`src/rtl/branch_resolve_unit.sv`:
```
// branch_resolve_unit
//   EX-stage resolution of RISC-V conditional branches, JAL and JALR.
//   It computes the outcome, target and link address, and compares them with
//   the fetch-stage prediction. A registered redirect goes to the pipeline one
//   cycle after accept. The unit also owns a BHT of 2-bit saturating counters
//   that IF reads, plus saturating branch and mispredict statistics counters.
//
// Ports
//   clk, rst            clock, asynchronous active-high reset
//   ex_valid/stall/flush EX handshake; flush has priority over stall
//   ex_is_branch/jal/jalr instruction class (priority jalr > jal > branch)
//   ex_funct3           branch condition
//   ex_pc, ex_imm       instruction PC, sign-extended immediate
//   ex_rs1, ex_rs2      forwarded operands
//   ex_pred_taken/target prediction made at fetch
//   if_pc               fetch PC for the BHT lookup
//   if_pred_taken       combinational BHT prediction for if_pc
//   res_valid/res_taken registered resolution
//   redirect_valid/pc   registered mispredict redirect
//   link_data           registered pc+4
//   illegal_branch      registered: funct3 010/011 on a branch
//   branch_cnt, mispred_cnt saturating statistics
module branch_resolve_unit #(
  parameter int XLEN        = 64,
  parameter int BHT_ENTRIES = 64,
  parameter int CNT_W       = 32
) (
  input  logic             clk,
  input  logic             rst,
  input  logic             ex_valid,
  input  logic             ex_stall,
  input  logic             ex_flush,
  input  logic             ex_is_branch,
  input  logic             ex_is_jal,
  input  logic             ex_is_jalr,
  input  logic [2:0]       ex_funct3,
  input  logic [XLEN-1:0]  ex_pc,
  input  logic [XLEN-1:0]  ex_imm,
  input  logic [XLEN-1:0]  ex_rs1,
  input  logic [XLEN-1:0]  ex_rs2,
  input  logic             ex_pred_taken,
  input  logic [XLEN-1:0]  ex_pred_target,
  input  logic [XLEN-1:0]  if_pc,
  output logic             if_pred_taken,
  output logic             res_valid,
  output logic             res_taken,
  output logic             redirect_valid,
  output logic [XLEN-1:0]  redirect_pc,
  output logic [XLEN-1:0]  link_data,
  output logic             illegal_branch,
  output logic [CNT_W-1:0] branch_cnt,
  output logic [CNT_W-1:0] mispred_cnt
);

  localparam int IDX_W = $clog2(BHT_ENTRIES);

  logic            sel_jalr, sel_jal, sel_br, accept;
  logic            cond_taken, illegal, taken, mispredict;
  logic [XLEN-1:0] pc_plus4, target, next_pc;
  logic [IDX_W-1:0] ex_idx, if_idx;
  logic [1:0]      ctr_old;

  logic             res_valid_q, res_valid_d;
  logic             res_taken_q, res_taken_d;
  logic             redirect_valid_q, redirect_valid_d;
  logic [XLEN-1:0]  redirect_pc_q, redirect_pc_d;
  logic [XLEN-1:0]  link_data_q, link_data_d;
  logic             illegal_branch_q, illegal_branch_d;
  logic [CNT_W-1:0] branch_cnt_q, branch_cnt_d;
  logic [CNT_W-1:0] mispred_cnt_q, mispred_cnt_d;
  logic [1:0]       bht_q [BHT_ENTRIES];
  logic [1:0]       bht_d [BHT_ENTRIES];

  // Resolution datapath
  always_comb begin
    sel_jalr   = ex_is_jalr;
    sel_jal    = ex_is_jal & ~ex_is_jalr;
    sel_br     = ex_is_branch & ~ex_is_jal & ~ex_is_jalr;
    accept     = ex_valid & ~ex_flush & ~ex_stall & (sel_jalr | sel_jal | sel_br);
    cond_taken = 1'b0;
    illegal    = 1'b0;
    case (ex_funct3)
      3'b000:  cond_taken = (ex_rs1 == ex_rs2);
      3'b001:  cond_taken = (ex_rs1 != ex_rs2);
      3'b100:  cond_taken = ($signed(ex_rs1) <  $signed(ex_rs2));
      3'b101:  cond_taken = ($signed(ex_rs1) >= $signed(ex_rs2));
      3'b110:  cond_taken = (ex_rs1 <  ex_rs2);
      3'b111:  cond_taken = (ex_rs1 >= ex_rs2);
      default: illegal    = sel_br;
    endcase
    taken    = sel_jalr | sel_jal | (sel_br & cond_taken);
    pc_plus4 = ex_pc + XLEN'(4);
    if (sel_jalr) target = (ex_rs1 + ex_imm) & {{(XLEN-1){1'b1}}, 1'b0};
    else          target = ex_pc + ex_imm;
    next_pc    = taken ? target : pc_plus4;
    mispredict = (ex_pred_taken != taken) | (taken & (ex_pred_target != target));
  end

  // BHT lookup sees the registered array, so a same-cycle update is not visible
  always_comb begin
    if_idx        = if_pc[IDX_W+1:2];
    if_pred_taken = bht_q[if_idx][1];
  end

  // Next-state: flush clears valids, stall holds everything, otherwise
  // valids follow accept and data registers load only on accept.
  always_comb begin
    res_valid_d      = res_valid_q;
    res_taken_d      = res_taken_q;
    redirect_valid_d = redirect_valid_q;
    redirect_pc_d    = redirect_pc_q;
    link_data_d      = link_data_q;
    illegal_branch_d = illegal_branch_q;
    branch_cnt_d     = branch_cnt_q;
    mispred_cnt_d    = mispred_cnt_q;
    bht_d            = bht_q;
    ex_idx           = ex_pc[IDX_W+1:2];
    ctr_old          = bht_q[ex_idx];
    if (ex_flush || !ex_stall) begin
      res_valid_d      = 1'b0;
      redirect_valid_d = 1'b0;
      illegal_branch_d = 1'b0;
    end
    if (accept) begin
      res_valid_d      = 1'b1;
      res_taken_d      = taken;
      redirect_valid_d = mispredict;
      redirect_pc_d    = next_pc;
      link_data_d      = pc_plus4;
      illegal_branch_d = illegal;
      if (branch_cnt_q != '1) branch_cnt_d = branch_cnt_q + CNT_W'(1);
      if (mispredict && (mispred_cnt_q != '1)) mispred_cnt_d = mispred_cnt_q + CNT_W'(1);
      if (sel_br) begin
        if (taken && (ctr_old != 2'b11))       bht_d[ex_idx] = ctr_old + 2'd1;
        else if (!taken && (ctr_old != 2'b00)) bht_d[ex_idx] = ctr_old - 2'd1;
      end
    end
  end

  always_ff @(posedge clk or posedge rst) begin
    if (rst) begin
      res_valid_q      <= 1'b0;
      res_taken_q      <= 1'b0;
      redirect_valid_q <= 1'b0;
      redirect_pc_q    <= '0;
      link_data_q      <= '0;
      illegal_branch_q <= 1'b0;
      branch_cnt_q     <= '0;
      mispred_cnt_q    <= '0;
      for (int unsigned i = 0; i < BHT_ENTRIES; i++) bht_q[i] <= 2'b01;
    end else begin
      res_valid_q      <= res_valid_d;
      res_taken_q      <= res_taken_d;
      redirect_valid_q <= redirect_valid_d;
      redirect_pc_q    <= redirect_pc_d;
      link_data_q      <= link_data_d;
      illegal_branch_q <= illegal_branch_d;
      branch_cnt_q     <= branch_cnt_d;
      mispred_cnt_q    <= mispred_cnt_d;
      for (int unsigned i = 0; i < BHT_ENTRIES; i++) bht_q[i] <= bht_d[i];
    end
  end

  always_comb begin
    res_valid      = res_valid_q;
    res_taken      = res_taken_q;
    redirect_valid = redirect_valid_q;
    redirect_pc    = redirect_pc_q;
    link_data      = link_data_q;
    illegal_branch = illegal_branch_q;
    branch_cnt     = branch_cnt_q;
    mispred_cnt    = mispred_cnt_q;
  end

endmodule

```
`config.mk`:
```
export PLATFORM = sky130hd
export DESIGN_NAME = branch_resolve_unit
export DESIGN_NICKNAME = d
export VERILOG_FILES = /design/src/rtl/branch_resolve_unit.sv
export SDC_FILE = /design/constraint.sdc
export NUM_CORES = 1
export LEC_CHECK = 0
export CAP_MARGIN = 15
export CORE_MARGIN = 2
export CORE_UTILIZATION = 54
export DETAILED_ROUTE_END_ITERATION = 12
export PLACE_DENSITY_LB_ADDON = 0.15
export SETUP_SLACK_MARGIN = 0.05
export SLEW_MARGIN = 10
export SYNTH_ARGS = -nofsm -noshare
export SYNTH_HDL_FRONTEND = slang
export SYNTH_SLANG_ARGS = --single-unit
```
`constraint.sdc`:
```
create_clock -name clk -period 13.35 [get_ports clk]
set_input_delay 2.67 -clock clk [delete_from_list [all_inputs] [get_ports clk]]
set_output_delay 2.67 -clock clk [all_outputs]
set_load 0.05 [all_outputs]
```
Word level (Yosys, flattened, before mapping)
Index checks and enable logic that the tools add are counted.
{"block": "classes", "reduce_logical": 15, "magnitude_cmp": 7, "bitwise": 18, "n_mux": 20, "add_sub_neg": 7, "n_eq_ne": 12}
{"operator": "$bwmux 128", "count": 2}
{"operator": "$mux 128", "count": 2}
{"operator": "$add 64x64->64", "count": 2}
{"operator": "$ge 64x64->1", "count": 2}
{"operator": "$lt 64x64->1", "count": 2}
{"operator": "$mux 64", "count": 2}
{"operator": "$ne 64x64->1", "count": 2}
{"operator": "$add 32x1->32 const B", "count": 2}
{"operator": "$add 64x3->64 const B", "count": 1}
{"operator": "$eq 64x64->1", "count": 1}
{"operator": "$ne 32x32->1 const B", "count": 2}
{"operator": "$bmux 2 s6", "count": 2}
{"operator": "$ge 7x7->1 const B", "count": 2}
{"operator": "$not 6->7", "count": 2}
{"operator": "$demux 2 s6", "count": 1}
{"operator": "$eq 3x3->1 const B", "count": 4}
{"operator": "$mux 2", "count": 5}
{"operator": "$and 1x1->1", "count": 8}
{"operator": "$lt 7x1->1 const B", "count": 1}
{"operator": "$pmux 1 s6", "count": 1}
{"operator": "$reduce_bool 2->1", "count": 3}
{"operator": "$reduce_or 6->1", "count": 1}
{"operator": "$mux 1", "count": 5}
{"operator": "$logic_and 1x1->1", "count": 4}
{"operator": "12 further kinds", "count": 20}
{"block": "word_totals", "register_bits": 324, "out_inout_bits": 197, "wordCells": 151, "input_bits": 396}

Logic depth before layout (Yosys ltp)
{"block": "depth", "depth_word": 9, "depth_mapped": 19, "ltp_nobuf": 16}

Worst setup path before layout
OpenSTA, ideal clock, no wires.
{"block": "synth_timing", "path_type": "input to output", "start": "in if_pc[2]", "end": "out if_pred_taken", "slack_ns": 5.439, "required_ns": 10.680, "cell_stages": 5, "t_arrival_ns": 5.241, "n_path_buf": 2, "path_cell_list": "clkbuf_1 -> buf_1 -> mux4_2 -> mux4_2 -> mux4_2"}
{"block": "synth_via", "elab_chain_cells": 4}
{"element": "start, declared", "line": "43", "rtl": "input logic [XLEN-1:0] if_pc,"}
{"element": "$not 6->7 (implied by the code)", "line": "102", "rtl": "if_pred_taken = bht_q[if_idx][1];"}
{"element": "$bmux 2 s6", "line": "102"}
{"element": "$mux 2 (implied by the code) (2 in series)", "line": "102"}
{"element": "end, declared", "line": "44", "rtl": "output logic if_pred_taken,"}
Every way passes these cells. The select of a mux whose other input is x is not followed.

Worst setup path after layout
{"block": "layout_timing", "start": "in ex_imm[30]", "end": "reg mispred_cnt_q[1], in the netlist mispred_cnt[1]"}
{"block": "layout_via", "elab_chain_cells": 7, "elab_cells_between_ends": 8, "classes_between": "2 x add/sub; 1 x eq/ne; 1 x mux; 2 x bitwise; 2 x reduce/logical"}
{"element": "start, declared", "line": "38", "rtl": "input logic [XLEN-1:0] ex_imm,"}
{"element": "$add 64x64->64, on equally long branches", "line": "94, 93"}
{"element": "$mux 64 *", "line": "93", "rtl": "if (sel_jalr) target = (ex_rs1 + ex_imm) & {{(XLEN-1){1'b1}}, 1'b0};"}
{"element": "$ne 64x64->1 *", "line": "96", "rtl": "mispredict = (ex_pred_taken != taken) | (taken & (ex_pred_target != target));"}
{"element": "$and 1x1->1 *", "line": "96"}
{"element": "$or 1x1->1 *", "line": "96"}
{"element": "$logic_and 1x1->1 *", "line": "132", "rtl": "if (mispredict && (mispred_cnt_q != '1)) mispred_cnt_d = mispred_cnt_q + CNT_W'(1);"}
{"element": "$reduce_and 2->1 (no line) *"}
{"element": "end signal, assigned", "line": "159", "rtl": "mispred_cnt_q <= mispred_cnt_d;"}
{"element": "end, declared", "line": "70", "rtl": "logic [CNT_W-1:0] mispred_cnt_q, mispred_cnt_d;"}
Mark *: on every way between the ends. The rest lies on a longest branch, timed or not.
A chain may end at the register's enable or synchronous reset.

==> results.json <==
{
  "path_class": "primary input to flop",
  "hold_buffers": 0,
  "worstHoldStart": "link_data[37]",
  "grt_pass1_wl_mm": 187,
  "place_hpwl_mm": 103,
  "path_clk_slew_ns": 0.07,
  "drt_wl_total_mm": 128,
  "rr_startpoint": "mispred_cnt[2]",
  "r2r_slack_ns": 8.78,
  "internal_power_mw": 2.29,
  "async_reset_ff_share_pct": 100,
  "synth_area_leaders": "dfrtp_1, ha_1, nand2_1",
  "syn_inst": 3710,
  "startpoint_type": "primary input",
  "wl_met2_mm": 55.4,
  "clkLatencyLatePin_ns": 0.59,
  "wl_met1_mm": 49.2,
  "status": "completed",
  "finalCritPeriodShare_pct": 68.4,
  "die_area_um2": 57300,
  "drv_cap": 0,
  "min_to": "link_data[37]",
  "cts_setup_buffers": 0,
  "post-place-cells": 4813,
  "die_h_um": 239,
  "worst_pin_slew_ns": 1.28,
  "critPathMaxFanout": 15,
  "whs_path_depth": 2,
  "max-clock-path-buffers": 3,
  "finalHoldViolCount": 0,
  "io_buffers": 534,
  "cts_buffers": 36,
  "required_ns": 13.80,
  "slew_violations": 0,
  "synth_edf_count": 0,
  "drive_gt1_share_pct": 9.30,
  "vias_per_cell": 6.59,
  "yosys_warnings": 0,
  "r2r-end": "mispred_cnt[15]",
  "cp_data_arrival_time_ns": 9.58,
  "synth_common_cells": "nand2_1, nor2_1, o21ai_0",
  "seq_area_frac_synth_pct": 27.4,
  "yosysUniqueCellTypes": 91,
  "tritoncts": "yes",
  "power_density_nw_per_um2": 109,
  "area_growth_pct": 23.6,
  "yosys.area.top_type": "dfrtp_1",
  "cts-htree-levels": 2,
  "syn_area_um2": 29900,
  "grt_max_degree": 145,
  "drc": 0,
  "yosys_register_bits": 324,
  "p_sw_mw": 1.74,
  "rsz0062_at_grt": "no",
  "n_fill_cell": 4596,
  "core.rowCount": 86,
  "syn_area_per_cell_um2": 8.06,
  "yosysMostFrequentCell": "nand2_1",
  "grt_pass1_vias": 29900,
  "clockPowerShare_pct": 26.0,
  "vias": 32200,
  "drt_first_pass_iters": 6,
  "synth_fp_nets": 4302,
  "worstRegToRegCells": 13,
  "end_kind": "flop",
  "ios": 593,
  "min_period_ns": 9.13,
  "fmax_mhz": 110,
  "pwr-share-seq_pct": 29.2,
  "placed_cell_area_um2": 35700,
  "antenna_found_initial": 14,
  "setup_viol": 0,
  "switching_share_pct": 43.2,
  "max_slew_margin_pct": 14.1,
  "dr.max_layer_used": "met5",
  "design_area_um2": 37000,
  "gr-usage-all-layers_pct": 43.6,
  "die_w_um": 239,
  "skew_ns": 0.0302,
  "tns_ns": 0,
  "stdcell_count": 4889,
  "final_antenna_net_count": 0,
  "core_area_um2": 55000,
  "gp_congestion": 1.04,
  "gr-total-overflow": 0,
  "synth_ff_type": "dfrtp_1",
  "synth_top_area_share_pct": 21.8,
  "p_leak_nw": 15.4,
  "initial_core_util_pct": 54.4,
  "postCtsResizedCells": 0,
  "drt_iter0_drc": 3485,
  "avgRoutedWirePerCell_um": 26.3,
  "cts_root_buffer": "clkbuf_16",
  "nets": 4696,
  "clock-sinks": 324,
  "whs_ns": 0.479,
  "total_power_mw": 4.03,
  "met3_length_mm": 13.8,
  "pwr-share-comb_pct": 44.8,
  "vdd_drop_max_mv": 0.127,
  "worstHoldPathType": "flop to flop"
}
==> per-stage QoR <==
stage	utilization (%)	setup slack [ns]
floorplan	-	1.82
global placement	64.9	4.10
detailed placement	64.9	4.06
CTS	67.1	4.38
global route	67.2	4.24
finish	67.2	4.22
==> placed cells by master, fill, tap and decap left out, types with 23 or more instances in the layout <==
master and instances:
and3_1 47, a21oi_1 259, nor4_1 30, o21ai_0 269, buf_4 32, clkbuf_16 36
o21a_1 35, o22ai_1 39, and4_1 47, nand4_1 123, nand2_1 529, xor2_1 110
mux2_2 146, nand3_1 100, dfrtp_1 260, clkdlybuf4s50_1 532, inv_1 99, nor2_1 292
nor3_1 78, dfstp_2 64, a22oi_1 45, a21o_1 45, a211oi_1 39, mux2i_1 38
or3_1 23, o211ai_1 31, o31ai_1 25, ha_1 194, xnor2_1 135
==> worst max-delay path by stage <==
stage	end	startpoint	cells past startpoint
finish	mispred_cnt[1]	ex_imm[30]	15
global placement	mispred_cnt[1]	ex_pc[4]	15
floorplan	bht_q[101]	rst	1
detailed placement	mispred_cnt[1]	ex_pc[4]	15
CTS	if_pred_taken	if_pc[2]	5
global route	mispred_cnt[1]	ex_pc[30]	16
==> metal layers <==
layer,track usage [%],vias to the layer above
met5,0,-
met4,28.1,14
met3,9.53,430
met2,66.7,1924
met1,55.8,15400
li1,-,14500
==> cell type report <==
cell class	count	area [um2]	share of cell area [%]
clock inverters	18	224	0.606
diodes	10	25.0	0.0677
repair buffers	567	5620	15.2
flip-flops and latches	324	8190	22.2
clock buffers	47	1020	2.77
multi-input cells	3074	20600	55.6
inverters	101	387	1.05
well taps	748	936	2.53
==> logic make-up after synthesis <==
group	share of synthesized area, %
multiplexers	8.40
buffers and inverters	3.97
XOR/XNOR	7.66
AND/OR/NAND/NOR	23.2
adder cells (fa/ha/maj)	8.25
AO/OA/AOI/OAI	21.1
flip-flops	27.4
==> power groups by stage <==
stage | logic (mW) | registers (mW) | clock network (mW)
finish | 1.81 | 1.18 | 1.05
global route | 1.89 | 1.19 | 1.09
CTS | 1.77 | 1.17 | 1.05
detailed placement | 1.76 | 1.19 | 0
global placement | 1.75 | 1.19 | 0
floorplan | 0.733 | 1.52 | 0
==> critical path, cell delays in order <==
cell	delay, ns
clkdlybuf4s50_1	0.54
ha_1	0.60
nand4_1	0.31
or2_2	0.40
or3_1	0.47
a211oi_1	0.92
nor3_2	0.10
o211ai_1	0.59
o2111ai_1	0.33
nor4_1	0.84
nand4_1	0.23
or4_1	0.89
nand2_8	0.27
nor2_2	0.07
mux2_4	0.32
Power figures use the tool's default switching activity.
